==> config.mk <==
export PLATFORM = sky130hd
export DESIGN_NAME = serial_add_8b
export DESIGN_NICKNAME = d
export VERILOG_FILES = /design/src/rtl/alu_pkg.sv /design/src/rtl/full_add.sv /design/src/rtl/serial_add_8b.sv
export SDC_FILE = /design/constraint.sdc
export NUM_CORES = 1
export LEC_CHECK = 0
export CORE_MARGIN = 4
export CORE_UTILIZATION = 53
export DETAILED_ROUTE_END_ITERATION = 10
export PLACE_DENSITY = 0.86
export SYNTH_ARGS = -nofsm -noshare
export SYNTH_HDL_FRONTEND = slang
export SYNTH_SLANG_ARGS = --single-unit
==> constraint.sdc <==
create_clock -name clk -period 2.38 [get_ports clk]
set_clock_uncertainty 0.05 [all_clocks]
set_input_delay 0.476 -clock clk [delete_from_list [all_inputs] [get_ports clk]]
set_output_delay 0.476 -clock clk [all_outputs]
set_load 0.01 [all_outputs]
==> src/rtl/alu_pkg.sv <==
// Shared definitions for the serial ALU blocks: the default operand width
// and the IDLE/SHIFT/DONE state encoding used by the adder and subtractor.
package alu_pkg;

    localparam int ALU_WIDTH = 8;

    typedef enum logic [1:0] {
        IDLE  = 2'd0,
        SHIFT = 2'd1,
        DONE  = 2'd2
    } alu_state_e;

endpackage

==> src/rtl/full_add.sv <==
// Single-bit full adder used as the per-cycle datapath of the serial adder.
module full_add (
    input  logic a,
    input  logic b,
    input  logic cin,
    output logic s,
    output logic cout
);

    assign s    = a ^ b ^ cin;
    assign cout = (a & b) | (a & cin) | (b & cin);

endmodule

==> src/rtl/serial_add_8b.sv <==
// Bit-serial adder: accepts a, b, cin, produces one sum bit per cycle LSB first.
// Optional signed-overflow output ovf is enabled by defining SERIAL_ADD_OVF_EN.
module serial_add_8b
    import alu_pkg::*;
#(
    parameter int BIT = ALU_WIDTH
) (
    input  logic           clk,
    input  logic           rst_n,
    input  logic           in_valid,
    output logic           in_ready,
    input  logic [BIT-1:0] a,
    input  logic [BIT-1:0] b,
    input  logic           cin,
    output logic           out_valid,
    input  logic           out_ready,
    output logic [BIT-1:0] sum,
    output logic           carry,
`ifdef SERIAL_ADD_OVF_EN
    output logic           ovf,
`endif
    output logic           busy
);

    localparam int            CW   = $clog2(BIT);
    localparam logic [CW-1:0] LAST = CW'(BIT - 1);

    alu_state_e     state_q, state_d;
    logic [BIT-1:0] a_q, a_d;
    logic [BIT-1:0] b_q, b_d;
    logic [BIT-1:0] sum_q, sum_d;
    logic [CW-1:0]  cnt_q, cnt_d;
    logic           c_q, c_d;
    logic           carry_q, carry_d;
    logic           fa_s;
    logic           fa_cout;
`ifdef SERIAL_ADD_OVF_EN
    logic           ovf_q, ovf_d;
`endif

    // Operands are shifted right each cycle so the current bit is always bit 0.
    full_add u_full_add (
        .a    (a_q[0]),
        .b    (b_q[0]),
        .cin  (c_q),
        .s    (fa_s),
        .cout (fa_cout)
    );

    // Next-state and datapath update for the IDLE/SHIFT/DONE sequence.
    always_comb begin
        state_d = state_q;
        a_d     = a_q;
        b_d     = b_q;
        sum_d   = sum_q;
        cnt_d   = cnt_q;
        c_d     = c_q;
        carry_d = carry_q;
`ifdef SERIAL_ADD_OVF_EN
        ovf_d   = ovf_q;
`endif
        case (state_q)
            IDLE: begin
                if (in_valid) begin
                    a_d     = a;
                    b_d     = b;
                    c_d     = cin;
                    cnt_d   = '0;
                    state_d = SHIFT;
                end else begin
                    state_d = IDLE;
                end
            end
            SHIFT: begin
                // Sum bits enter at the MSB; after BIT shifts bit 0 is in place.
                a_d   = a_q >> 1;
                b_d   = b_q >> 1;
                c_d   = fa_cout;
                sum_d = {fa_s, sum_q[BIT-1:1]};
                if (cnt_q == LAST) begin
                    carry_d = fa_cout;
`ifdef SERIAL_ADD_OVF_EN
                    ovf_d   = c_q ^ fa_cout;
`endif
                    state_d = DONE;
                end else begin
                    cnt_d   = cnt_q + CW'(1);
                    state_d = SHIFT;
                end
            end
            DONE: begin
                if (out_ready) begin
                    state_d = IDLE;
                end else begin
                    state_d = DONE;
                end
            end
            default: begin
                state_d = IDLE;
            end
        endcase
    end

    // State and datapath registers with asynchronous active-low reset.
    always_ff @(posedge clk or negedge rst_n) begin
        if (!rst_n) begin
            state_q <= IDLE;
            a_q     <= '0;
            b_q     <= '0;
            sum_q   <= '0;
            cnt_q   <= '0;
            c_q     <= 1'b0;
            carry_q <= 1'b0;
`ifdef SERIAL_ADD_OVF_EN
            ovf_q   <= 1'b0;
`endif
        end else begin
            state_q <= state_d;
            a_q     <= a_d;
            b_q     <= b_d;
            sum_q   <= sum_d;
            cnt_q   <= cnt_d;
            c_q     <= c_d;
            carry_q <= carry_d;
`ifdef SERIAL_ADD_OVF_EN
            ovf_q   <= ovf_d;
`endif
        end
    end

    assign in_ready  = (state_q == IDLE);
    assign out_valid = (state_q == DONE);
    assign busy      = (state_q == SHIFT);
    assign sum       = sum_q;
    assign carry     = carry_q;
`ifdef SERIAL_ADD_OVF_EN
    assign ovf       = ovf_q;
`endif

endmodule

# Word-level counts from Yosys, hierarchy flattened

Cells that the tools add are included.

Flip-flop bits (word level): 31
Input bits: 21
Word-level logic and storage cells: 38

Add/sub/neg operators: 1
Eq/ne operators: 5
Multiplexer cells: 13
Bitwise gates (word level): 7
Reductions and logical operators: 5

Operators with widths:

| cell                                                                   | number |
|---|---|
| 8-bit case mux with 2 select lines                                     | 2 |
| 8-bit 2-to-1 mux                                                       | 2 |
| 3-bit 2-to-1 mux                                                       | 2 |
| 2-bit case mux with 3 select lines                                     | 1 |
| 3-bit case mux with 2 select lines                                     | 1 |
| 2-bit 2-to-1 mux                                                       | 2 |
| 2-bit inequality test (second input constant)                          | 2 |
| 2-bit AND reduction                                                    | 2 |
| 3-bit by 1-bit adder with 3-bit output (second input constant)         | 1 |
| 1-bit bitwise AND                                                      | 3 |
| 3-bit equality test (second input constant)                            | 1 |
| 3-bit AND reduction                                                    | 1 |
| 2-bit by 1-bit equality test with 1-bit output (second input constant) | 1 |
| 2-bit equality test (second input constant)                            | 1 |
| 2-bit zero test                                                        | 1 |
| 1-bit 2-to-1 mux                                                       | 2 |
| 1-bit bitwise OR                                                       | 2 |
| 1-bit case mux with 2 select lines                                     | 1 |
| 2-bit nonzero test                                                     | 1 |
| 1-bit bitwise XOR                                                      | 2 |

# Logic depth before layout (Yosys ltp)

Gate-level depths: netlist (run 1).

Word-level depth: 4
Gate-level depth with buffers: 4
Mapped depth without buffers: 4

# Modules after synthesis

Synthesis (run 1) repeated with hierarchy kept, for this count alone.

Cells, all modules: 114
Area, all modules: 1482.7 µm²

By module, submodules not included:

| module        | instances | cells each | area each (µm²) |
|---|---|---|---|
| serial_add_8b | 1         | 113        | 1462.7 |
| full_add      | 1         | 1          | 20.0 |

# Worst setup path before layout (run 1)

No wires, ideal clock.

Path type: input to register
Start: input in_valid
End: register b_q[0]
Setup time: 123 ps
Data arrival time: 1236 ps
Required time: 2207 ps
Setup slack: 971 ps
Stages: 3
Buffers on the path: 1
Cell sequence: clkbuf_1 or4b_1 o221a_2

Longest elaborated chain between the ends: 2

Ends and longest elaborated chain:

| what                                   | line                 | text |
|---|---|---|
| start, declared                        | serial_add_8b.sv:10  | `input logic in_valid,` |
| 2-bit inequality test (no source line) | -                    |  |
| 2-bit AND reduction (no source line)   | -                    |  |
| end signal, assigned                   | serial_add_8b.sv:109 | `b_q <= '0;` |
| end signal, assigned                   | serial_add_8b.sv:120 | `b_q <= b_d;` |
| end, declared                          | serial_add_8b.sv:30  | `logic [BIT-1:0] b_q, b_d;` |

No other way between the ends.
A chain may end at the register's enable or synchronous reset.

# Worst setup path after layout (run 1)

Start: register state_q[1]
End: output busy

Longest elaborated chain between the ends: 1

Ends and longest elaborated chain:

| what                                           | line                 | text |
|---|---|---|
| start, declared                                | serial_add_8b.sv:28  | `alu_state_e state_q, state_d;` |
| start signal, assigned                         | serial_add_8b.sv:118 | `state_q <= state_d;` |
| 2-bit by 1-bit equality test with 1-bit output | serial_add_8b.sv:133 | `assign busy = (state_q == SHIFT);` |
| end, declared                                  | serial_add_8b.sv:22  | `output logic busy` |

No other way between the ends.

==> reports/metrics.cfg, run 1 <==
[critical_path]
path_cells=nand2b_1 -> inv_1 -> clkdlybuf4s50_1
r2r_start=state_q[0]$_DFF_PN0_
crit_path_start_kind=flip-flop
crit_path_end=busy
timing.reg2reg.setup_slack_ns=0.74
r2r-end=a_q[6]$_DFFE_PN0P_
crit_arrival_ns=1.70
crit_slowest_cell=clkdlybuf4s50_1
end_kind=output pin
cp_num_cells=3
required_ns=1.85
critPathLaunch=state_q[1]$_DFF_PN0_
reg2regPathDepth=3
cp_num_buf_inv=2
path_max_fanout=16
cp_top_family=buffers and inverters
worstSetupPathType=flip-flop to output pin
cp_slowest_stage_delay_ns=0.56

[floorplanning]
die_x_um=60.8
core_area_um2=2570
die_area_um2=3700
placementRows=18
die_y_um=60.8
start_util_pct=57.7
num_io_pins=33

[pwr]
peakVddDrop_mv=0.925
total_power_uw=2320
power.density_nw_per_um2=1230
leakagePower_uw=0.000780

[logic_synthesis]
synth_edf_count=0
ys_seq_elements=31
synth_common_cells=31 x dfrtp_1, 15 x o221a_2, 15 x or4b_1, 9 x mux2_2, 7 x buf_2
yosysMostFrequentCell=dfrtp_1
synth.distinct_cells=22
synthesis.nets=138
ys_seq_area_share_pct=52.4
syn_avg_cell_area_um2=13.0
synth-async-reset-ratio_pct=100
synth_flop_cell=dfrtp_1
netlist.top_cell.by_area=dfrtp_1
synth_cells=114
synth_area_leaders=dfrtp_1 52%, o221a_2 11%, or4b_1 10%, mux2_2 6.8%, buf_2 2.4%
synth_top_area_share_pct=52.4
ys_warn_count=0
syn_area_um2=1480

[sta]
worst_slew_pin_slew_ns=0.508
fin_tns_setup_ns=0
fmax_mhz=448
drv_slew=0
finalCritPeriodShare_pct=93.7
min_period_ns=2.23
slew-limit-headroom_pct=66.0
setup_viol=0
rsz0062_at_grt=no
finalHoldViolations=0

[clocking]
cts_sinks=31
cts_hold_buf=0
htree_levels=2
cts_tree=done
clk_pin_slew_worst_paths_ns=0.09
clockBufferDepth=2
cts_made_buffers=5
clk_latency_ns=0.32
root_buffer=clkbuf_4

[hold_path]
hold_path.class=flip-flop to flip-flop
worstHoldStart=carry$_DFFE_PN0P_

[grt]
grt_pass1_wl_mm=4.91
grt_pass1_vias=1021
grt_antenna_before_repair=0
grt.total_usage_pct=18.5
grt_max_degree=32
gr-total-overflow=0

[routing]
routed_wl_mm=2.96
detail_route.iter0.violations=43
drc=0
ant_nets=0
post_drt_wl_per_cell_um=16.7
drt-pass1-iter-count=4
num_vias=1063
viasPerCell=6.01

[place]
portBuffers=32
globalplace.congestion=0.816
placed_area_um2=1820
dp_cells=169
dp_hpwl_mm=2.12

[finish]
antenna_cells=0
drive_gt1_share_pct=25.9
stdcell_count=177
fin_nets=170
postLayoutCellArea_um2=1890
area_growth_pct=27.6

[run_status]
outcome=finished, final reports clean

[job]
timing.max_cap.violations=0

==> registers in the layout, indices dropped and copies added (netlist names) <==
name     count
a_q          8
b_q          8
sum          8
cnt_q        3
state_q      2
c_q          1
carry        1
==> power by group <==
group	switching, uW	internal, uW	total (uW)
combinational	396	611	1010
clock	168	174	341
sequential	191	779	970
==> cells in the final DEF (no fill, tap or decap) <==
| cell | count |
|---|---|
| a211o_1 | 2 |
| a21oi_1 | 1 |
| buf_4 | 4 |
| clkbuf_1 | 1 |
| clkbuf_4 | 5 |
| clkbuf_8 | 2 |
| clkdlybuf4s50_1 | 32 |
| dfrtp_1 | 30 |
| dfrtp_2 | 1 |
| fa_1 | 1 |
| ha_1 | 2 |
| inv_1 | 5 |
| mux2_2 | 9 |
| nand2_1 | 2 |
| nand2b_1 | 5 |
| nand3_1 | 3 |
| nand3b_1 | 1 |
| nor2_1 | 1 |
| nor3b_1 | 2 |
| nor4bb_1 | 2 |
| o21ai_0 | 1 |
| o21ba_2 | 1 |
| o221a_2 | 15 |
| o221ai_1 | 3 |
| or2_2 | 1 |
| or4b_1 | 15 |
==> through the flow <==
step | hold slack (ns) | util [%] | setup slack (ns)
global route | 0.475 | 73.5 | 0.0557
finish | 0.461 | 73.5 | 0.150
floorplan | 0.130 | - | 0.971
detailed placement | 0.444 | 70.8 | 0.272
CTS | 0.465 | 73.5 | 0.0635
global placement | 0.440 | 70.8 | 0.333
==> routing by layer <==
metal / track usage, % / vias up / wire, um
li1: - / 513 / -
met1: 23.3 / 511 / 1280
met2: 29.5 / 32 / 1470
met3: 5.53 / 7 / 153
met4: 8.36 / 0 / 55
met5: 0 / - / 0
==> final cells by class <==
cell class	instances	area, um2
repair buffers	36	350
flip-flops and latches	31	777
fillers	194	679
inverters	5	18.8
clock buffers	8	68.8
multi-input cells	67	636
well taps	30	37.5
==> worst register-to-register path, stage by stage (launching register included) <==
cell     delay [ns]
dfrtp_1        0.57
buf_4          0.29
o21ba_2        0.41
o221a_2        0.27
==> cells by family (layout without fill, tap and decap cells) <==
family | count (synthesis) | count (layout) | synth area share [%]
adders and majority gates | 3 | 3 | 3.04
and+or+nand+nor | 32 | 32 | 17.3
muxes | 9 | 9 | 6.85
buffers and inverters | 16 | 49 | 4.65
AOI/OAI and AO/OA | 23 | 23 | 15.7
DFF | 31 | 31 | 52.4
==> worst min-delay path by stage <==
stage / end / slack (ns) / cells past startpoint
6_report: carry$_DFFE_PN0P_ / 0.46 / 1
5_1_grt: carry$_DFFE_PN0P_ / 0.47 / 1
4_1_cts: carry$_DFFE_PN0P_ / 0.46 / 1
3_5_place_dp: carry$_DFFE_PN0P_ / 0.44 / 1
3_3_place_gp: carry$_DFFE_PN0P_ / 0.44 / 1
2_1_floorplan: a_q[0]$_DFFE_PN0P_ / 0.13 / 0
==> what timing repair did <==
| item | in CTS | in global routing |
|---|---|---|
| gates resized for setup | 0 | 1 |
| endpoints found under the setup margin | 0 | 1 |
| buffers inserted | 0 | 0 |
Note: power is estimated with default switching activity, not from simulation.
==> run 2: changes to the inputs <==
--- a/config.mk
+++ b/config.mk
@@ -6,9 +6,10 @@
 export NUM_CORES = 1
 export LEC_CHECK = 0
 export CORE_MARGIN = 4
-export CORE_UTILIZATION = 53
+export CORE_UTILIZATION = 66
 export DETAILED_ROUTE_END_ITERATION = 10
-export PLACE_DENSITY = 0.86
+export DONT_BUFFER_PORTS = 1
+export PLACE_DENSITY = 0.85
 export SYNTH_ARGS = -nofsm -noshare
 export SYNTH_HDL_FRONTEND = slang
 export SYNTH_SLANG_ARGS = --single-unit
==> reports/metrics.cfg, run 2 (synthesis results as in run 1) <==
[finish]
layout_commonest_cell=dfrtp_1
drive_gt1_share_pct=33.0
area_growth_pct=6.76
fin_nets=138
antenna_cells=0
stdcell_count=142
most-common-layout-cells=29 x dfrtp_1, 15 x or4b_1, 15 x o221a_2

[sta]
worst_slew_pin_slew_ns=0.383
rsz0062_at_grt=no
finalCritPeriodShare_pct=83.3
setup_viol=0
min_period_ns=1.98
drv_slew=0
finalHoldViolations=0
fin_tns_setup_ns=0
slew-limit-headroom_pct=74.5
fmax_mhz=505
whs_ns=0.190

[clocking]
clk_pin_slew_worst_paths_ns=0.09
root_buffer=clkbuf_4
clockBufferDepth=2
cts_sinks=31
htree_levels=2
cts_made_buffers=5
cts_tree=done
post-cts-setup-buffers=0
clk_latency_ns=0.33

[critical_path]
crit_path_start_kind=flip-flop
cp_num_buf_inv=1
crit_arrival_ns=1.46
required_ns=1.85
path_cells=nand2b_1 -> inv_1
cp_slowest_stage_delay_ns=0.59
worstSetupPathType=flip-flop to output pin
crit_slowest_cell=dfrtp_2
cp_top_family=flip-flops
end_kind=output pin
path_max_fanout=26

[pwr]
peakVddDrop_mv=0.715
total_power_uw=2120
power.density_nw_per_um2=1340
leakagePower_uw=0.000657

[grt]
grt_pass1_vias=950
gr-total-overflow=0
grt_max_degree=32
grt_pass1_wl_mm=4.91
grt.total_usage_pct=20.8
grt_antenna_before_repair=0

[routing]
ant_nets=0
num_vias=953
detail_route.iter0.violations=18
viasPerCell=6.71
drc=0
post_drt_wl_per_cell_um=19.3
drt-pass1-iter-count=6
routed_wl_mm=2.75

[place]
dp_cells=132
globalplace.congestion=0.724
portBuffers=0
dp_hpwl_mm=1.91

[run_status]
outcome=finished, final reports clean

[floorplanning]
core_area_um2=2040
start_util_pct=72.5
die_area_um2=3060
placementRows=16
num_io_pins=33
die_x_um=55.4
die_y_um=55.4

[hold_path]
hold_path.class=input port to flip-flop

[job]
timing.max_cap.violations=0

==> run 2: final timing paths <==
check / from / to / slack (ns) / cells after the start
max: state_q[1]$_DFF_PN0_ / busy / 0.40 / 2
min: out_ready / state_q[1]$_DFF_PN0_ / 0.19 / 1
max reg2reg: state_q[1]$_DFF_PN0_ / a_q[0]$_DFFE_PN0P_ / 0.76 / 3
min reg2reg: a_q[7]$_DFFE_PN0P_ / a_q[7]$_DFFE_PN0P_ / 0.47 / 1
max in group asynchronous: rst_n / state_q[1]$_DFF_PN0_ / 1.57 / 2
min in group asynchronous: rst_n / a_q[4]$_DFFE_PN0P_ / 0.53 / 2
==> run 2: through the flow <==
stage	setup slack [ns]	utilization [%]	cell area [um2]
floorplan	0.971	-	1480
finish	0.398	77.4	1580
global placement	0.590	72.4	1480
detailed placement	0.527	72.4	1480
global route	0.219	77.4	1580
CTS	0.155	77.3	1580
==> run 2: timing repair <==
item,CTS,global route
setup endpoints to repair,0,1
hold buffers,2,0
resized for setup,0,2
hold endpoints to repair,31,0
==> run 2: area by class of cell <==
cell class	instances	area, um2
clock buffers	8	68.8
fillers	127	462
inverters	5	18.8
multi-input cells	67	636
flip-flops and latches	31	778
well taps	27	33.8
repair buffers	4	45.0
==> run 2: worst reg2reg max path: stages (launching register included) <==
cell and delay (ns):
dfrtp_2 0.55, nand2b_1 0.35, buf_4 0.28, o221a_2 0.28
==> run 2: routing by layer <==
layer | share of wire, % | vias to the layer above | GRT usage [%]
met3 | 7.0 | 11 | 9.56
met2 | 46 | 29 | 29.4
met4 | 3.3 | 0 | 10.4
met5 | 0 | - | 0
met1 | 43 | 457 | 26.8
li1 | - | 456 | -
==> run 2: power breakdown <==
part	internal, uW	switching (uW)
Combinational	432	293
Sequential	780	265
Clock	174	177
